===== src/rtl/sram_loader.sv =====
// sram_loader: receives a length-prefixed word stream from a UART receiver and
// writes it into an asynchronous SRAM page, then pulses go_load to start the
// boot-to-run stage.
// Optional feature: define SRAM_LOADER_CHECKSUM_EN to require a trailing
// 8-bit additive checksum over all data bytes before go_load is issued.
module sram_loader #(
  parameter int WE_CYCLES = 1
) (
  input  logic        clk,
  input  logic        rst_n,
  input  logic [7:0]  rx_data,
  input  logic        rx_valid,
  output logic        rx_ready,
  input  logic [7:0]  page,
  output logic [15:0] SRAM_ADDR,
  output logic [15:0] SRAM_DOUT,
  output logic        SRAM_WE_n,
  output logic        busy,
  output logic        done,
  output logic        go_load,
  output logic        err
);

  typedef enum logic [3:0] {
    S_IDLE,
    S_LEN_LO,
    S_DATA_HI,
    S_DATA_LO,
    S_WR_SETUP,
    S_WR_PULSE,
    S_WR_HOLD,
    S_GO,
    S_DONE,
    S_ERR
`ifdef SRAM_LOADER_CHECKSUM_EN
    , S_CHECK
`endif
  } state_t;

  // State entered once the last word has been written (or when N is zero).
`ifdef SRAM_LOADER_CHECKSUM_EN
  localparam state_t S_FINISH = S_CHECK;
`else
  localparam state_t S_FINISH = S_GO;
`endif

  localparam logic [3:0]  WE_LAST = 4'(WE_CYCLES - 1);
  localparam logic [15:0] MAX_WORDS = 16'd256;

  state_t      state;
  state_t      nxt;
  logic [15:0] len;
  logic [7:0]  len_hi;
  logic [7:0]  hi_byte;
  logic [8:0]  idx;
  logic [8:0]  idx_inc;
  logic [3:0]  we_cnt;
  logic        accept;
  logic        rx_nxt;
  logic [15:0] len_rx;
`ifdef SRAM_LOADER_CHECKSUM_EN
  logic [7:0]  csum;
`endif

  // Next-state decode and acceptance handshake.
  // NOTE: every always_comb output gets a default first so no path leaves it
  // unassigned, which would otherwise infer a latch.
  always_comb begin
    nxt     = state;
    accept  = rx_valid & rx_ready;
    len_rx  = {len_hi, rx_data};
    idx_inc = idx + 9'd1;
    case (state)
      S_IDLE:     if (accept) nxt = S_LEN_LO;
      S_LEN_LO:   if (accept) begin
                    if (len_rx > MAX_WORDS)  nxt = S_ERR;
                    else if (len_rx == 16'd0) nxt = S_FINISH;
                    else                      nxt = S_DATA_HI;
                  end
      S_DATA_HI:  if (accept) nxt = S_DATA_LO;
      S_DATA_LO:  if (accept) nxt = S_WR_SETUP;
      S_WR_SETUP: nxt = S_WR_PULSE;
      S_WR_PULSE: if (we_cnt == WE_LAST) nxt = S_WR_HOLD;
      S_WR_HOLD:  nxt = ({7'd0, idx_inc} == len) ? S_FINISH : S_DATA_HI;
`ifdef SRAM_LOADER_CHECKSUM_EN
      S_CHECK:    if (accept) nxt = (rx_data == csum) ? S_GO : S_ERR;
`endif
      S_GO:       nxt = S_DONE;
      S_DONE:     nxt = S_DONE;
      S_ERR:      nxt = S_ERR;
      default:    nxt = S_IDLE;
    endcase
    rx_nxt = (nxt == S_IDLE) || (nxt == S_LEN_LO) ||
             (nxt == S_DATA_HI) || (nxt == S_DATA_LO);
`ifdef SRAM_LOADER_CHECKSUM_EN
    rx_nxt = rx_nxt || (nxt == S_CHECK);
`endif
  end

  // State, registered outputs decoded from the next state, and datapath.
  // NOTE: sequential state uses non-blocking assignments so every register
  // samples pre-edge values regardless of statement order.
  always_ff @(posedge clk or negedge rst_n) begin
    if (!rst_n) begin
      state     <= S_IDLE;
      len       <= '0;
      len_hi    <= '0;
      hi_byte   <= '0;
      idx       <= '0;
      we_cnt    <= '0;
      SRAM_ADDR <= '0;
      SRAM_DOUT <= '0;
      SRAM_WE_n <= 1'b1;
      rx_ready  <= 1'b0;
      busy      <= 1'b0;
      done      <= 1'b0;
      go_load   <= 1'b0;
      err       <= 1'b0;
`ifdef SRAM_LOADER_CHECKSUM_EN
      csum      <= '0;
`endif
    end else begin
      state     <= nxt;
      rx_ready  <= rx_nxt;
      busy      <= !((nxt == S_IDLE) || (nxt == S_DONE) || (nxt == S_ERR));
      done      <= (nxt == S_DONE);
      err       <= (nxt == S_ERR);
      go_load   <= (nxt == S_GO);
      SRAM_WE_n <= (nxt != S_WR_PULSE);
      case (state)
        S_IDLE:     if (accept) len_hi <= rx_data;
        S_LEN_LO:   if (accept) begin
                      len <= len_rx;
                      idx <= '0;
                    end
        S_DATA_HI:  if (accept) begin
                      hi_byte <= rx_data;
`ifdef SRAM_LOADER_CHECKSUM_EN
                      csum    <= csum + rx_data;
`endif
                    end
        S_DATA_LO:  if (accept) begin
                      // page is sampled here so the address is fixed for the write.
                      SRAM_ADDR <= {page, idx[7:0]};
                      SRAM_DOUT <= {hi_byte, rx_data};
`ifdef SRAM_LOADER_CHECKSUM_EN
                      csum      <= csum + rx_data;
`endif
                    end
        S_WR_SETUP: we_cnt <= '0;
        S_WR_PULSE: we_cnt <= we_cnt + 4'd1;
        S_WR_HOLD:  idx <= idx_inc;
        default:    ;
      endcase
    end
  end

endmodule


===== config.mk =====
export PLATFORM = sky130hd
export DESIGN_NAME = sram_loader
export DESIGN_NICKNAME = d
export VERILOG_FILES = /design/src/rtl/sram_loader.sv
export SDC_FILE = /design/constraint.sdc
export NUM_CORES = 1
export LEC_CHECK = 0
export CORE_ASPECT_RATIO = 1.1
export CORE_MARGIN = 2
export CORE_UTILIZATION = 40
export DETAILED_ROUTE_END_ITERATION = 8
export HOLD_SLACK_MARGIN = 0.15
export SYNTH_ARGS = -nofsm -noshare
export SYNTH_HDL_FRONTEND = slang
export SYNTH_SLANG_ARGS = --single-unit

===== constraint.sdc =====
create_clock -name clk -period 4.8 [get_ports clk]
set_input_delay 0.48 -clock clk [delete_from_list [all_inputs] [get_ports clk]]
set_output_delay 0.48 -clock clk [all_outputs]
set_load 0.01 [all_outputs]

==> run_results.csv <==
group,metric,value,unit
synthesis,yosys-top-cells-area,"dfrtp_1 54%, mux2_2 14%, mux2_1 4.6%",
synthesis,async_flop_share,100,%
global_routing,grt_pass1_vias,2725,
synthesis,yosysWarnings,0,
synthesis,ys_types,50,
sta,fin_worst_skew,10.4,ps
die,die_h,108,µm
final_layout,antenna_cells,0,
sta,setup_viol,0,
final_layout,register_area,2180,µm²
synthesis,synth_seq_cells,87,
setup_path,critPathSlowestCell,"or4b_4",
setup_path,criticalPathCategory,"register to register",
synthesis,yosys.area.top_type,"dfrtp_1",
global_routing,grt_pass1_wl,13.8,mm
clock_network,cts_tree,"built",
drt,drc,0,
drt,avgRoutedWirePerCell,16.1,µm
clock_network,clk_path_buf_depth,2,
setup_path,worst_path_dominant_cell_family,"simple AND/OR/NAND/NOR gates",
die,die-area,10700,µm²
setup_path,worstSetupStartpointType,"register",
clock_network,htree_num_levels,3,
global_routing,antenna_found_initial,0,
pwr,cellPowerDensity,447,nW/µm²
place,place_congestion,0.827,
setup_path,arrival,2770,ps
place,io_buffers,56,
global_routing,grt_max_degree,55,
synthesis,synth_edf_count,0,
final_layout,multiInputGateArea,1670,µm²
pwr,ir_worst_vdd,183,µV
drt,vias,2737,
drt,firstDrtPassIters,4,
clock_network,clk_pin_slew,90,ps
setup_path,cp.required,5020,ps
sta,setup_ws,2250,ps
synthesis,syn_nets,347,
place,place_area,4610,µm²
sta,slew_viol_final,0,
sta,setup_tns,0,ps
drt,wirelength,8.09,mm
place,place_ws,1970,ps
drt,first_iter_violations,116,
setup_path,worst-path-buf-inv,0,
final_layout,syn2layout_area_growth,22.9,%
synthesis,syn_area,3950,µm²
final_layout,nets,401,
clock_network,cts-resized-gates,0,
job,cap_violations,0,
synthesis,ys.flop_type,"dfrtp_1",
status,status,"finished clean",
global_routing,grt_overflow_total,0,
setup_path,crit_chain,"ha_1, a21boi_0, o21ai_1, or4_1, or4b_4, nor3b_1",
die,start_util,40.5,%
synthesis,postSynthCellCount,325,
drt,ant_nets,0,
pwr,p_leak,0.00215,µW
synthesis,synth.top_cell.area_share,54.5,%
place,dp_hpwl,5.61,mm
drt,vias_per_cell,5.43,
global_routing,grt.total_usage,16.3,%
pwr,power_frac_clock,27.3,%
final_layout,fillers,874,
sta,fin_crit_sh,53.1,%
die,core.rowCount,38,
clock_network,root_buffer,"clkbuf_8",
pwr,total_power,2170,µW
sta,max_slew_margin,37.5,%
pwr,p_comb_share,22.8,%
sta,rsz0062_at_grt,"false",
sta,worst_pin_slew,935,ps
pwr,switching_share,32.1,%
final_layout,drive_above_1_share,19.8,%
synthesis,avgSynthCellArea,12.2,µm²
pwr,power_switching,696,µW
synthesis,yosysMostFrequentCell,"dfrtp_1",
setup_path,worstPathMaxFanout,7,
min_path,hold_class,"register to register",
setup_path,critPathMaxStageDelay,570,ps
die,floorplan.core_area,9750,µm²
synthesis,synth_common_cells,"86 x dfrtp_1, 49 x mux2_2, 22 x nand2_1",
final_layout,final_area,4850,µm²
clock_network,numCtsBuffers,9,
pwr,pwr-share-seq,49.9,%
sta,max_freq,392,MHz
sta,hold_violations,0,
clock_network,clk_latency,350,ps
clock_network,clock-sinks,87,
sta,period_needed,2550,ps
setup_path,end_kind,"register",
sta,whs,495,ps
die,ios,57,
die,dieWidth,98.7,µm
pwr,intPower,1470,µW
synthesis,yosysSeqAreaShare,55.2,%
-- logic make-up after synthesis --
kind of cell	after synthesis	share of synthesized area (%)
AOI/OAI and AO/OA	50	8.08
xor gates and xnor gates	9	2.19
adders and majority gates	3	0.951
buffers and inverters	24	2.63
DFF	87	55.2
muxes	67	19.0
and+or+nand+nor	85	11.9
-- worst reg2reg max path: stages, from the launching register on --
cell	delay, ps
dfrtp_1	480
ha_1	320
a21boi_0	270
o21ai_1	110
or4_1	520
or4b_4	570
nor3b_1	160
-- state kept, by name, summed over array words and instances, names as in the netlist --
name	count
SRAM_ADDR	16
SRAM_DOUT	16
SRAM_WE_n	1
busy	1
done	1
err	1
go_load	1
hi_byte	8
idx	9
len	16
len_hi	8
rx_ready	1
state	4
we_cnt	4
-- path summary, 6_finish.rpt --
check / from / end / slack (ps) / cells past startpoint
min in group asynchronous: rst_n / SRAM_ADDR[4] / 600 / 2
max in group asynchronous: rst_n / len[2] / 3160 / 3
worst max-delay path: idx[0] / rx_ready / 2250 / 6
worst min-delay path: hi_byte[0] / hi_byte[0] / 490 / 1
worst min register to register: hi_byte[0] / hi_byte[0] / 490 / 1
worst max register to register: idx[0] / rx_ready / 2250 / 6
-- power by group through the flow --
stage               clock network [µW]  logic (µW)  registers (µW)
finish                             592         494            1080
global route                       638         557            1120
CTS                                607         500            1080
detailed placement                   0         497            1100
global placement                     0         488            1090
floorplan                            0         427             998
-- layout make-up --
| type | instances | share of cell area (%) |
|---|---|---|
| Sequential cell | 87 | 44.9 |
| Inverter | 7 | 0.542 |
| Clock buffer | 10 | 2.84 |
| Multi-Input combinational cell | 214 | 34.5 |
| Clock inverter | 6 | 2.01 |
| Timing Repair Buffer | 60 | 12.2 |
| Tap cell | 120 | 3.09 |
-- through the flow --
stage,utilization [%],cells
finish,49.8,504
global placement,47.3,487
floorplan,-,325
detailed placement,47.3,487
CTS,49.8,504
global route,49.8,504
-- timing repair --
item / in CTS / in global routing
setup buffers: 0 / 0
hold endpoints to repair: 32 / 0
hold buffers: 1 / 0
-- cells in the final DEF, fill, tap and decap left out, drive strengths merged, types with 2 or more instances in the layout --
| master | synthesis | routed |
|---|---|---|
| nor3b | 2 | 2 |
| nand2 | 22 | 22 |
| and2 | 2 | 2 |
| xor2 | 6 | 6 |
| and3b | 2 | 2 |
| bufinv | 0 | 2 |
| and3 | 3 | 3 |
| clkbuf | 10 | 10 |
| and4 | 2 | 2 |
| mux2 | 65 | 65 |
| buf | 7 | 4 |
| clkdlybuf4s50 | 0 | 55 |
| nor2 | 9 | 9 |
| ha | 3 | 3 |
| inv | 7 | 10 |
| o211ai | 5 | 5 |
| a21o | 2 | 2 |
| or3 | 5 | 5 |
| nand3 | 13 | 13 |
| nor3 | 6 | 6 |
| o21ai | 21 | 21 |
| nand2b | 4 | 4 |
| or4 | 4 | 4 |
| xnor2 | 3 | 3 |
| o41ai | 4 | 4 |
| mux2i | 2 | 2 |
| a21oi | 6 | 6 |
| o31ai | 3 | 3 |
| nand4 | 2 | 2 |
| nor4 | 3 | 3 |
| a31oi | 2 | 2 |
| dfrtp | 86 | 86 |
-- routing by layer --
| layer | track usage [%] | vias up | part of all wire [%] |
|---|---|---|---|
| met1 | 22.2 | 1356 | 47 |
| met2 | 25.4 | 74 | 45 |
| met4 | 6.85 | 0 | 2.2 |
| met3 | 3.43 | 12 | 5.6 |
| met5 | 0 | - | 0 |
| li1 | - | 1295 | - |
Note: power is estimated with default switching activity, not from simulation.
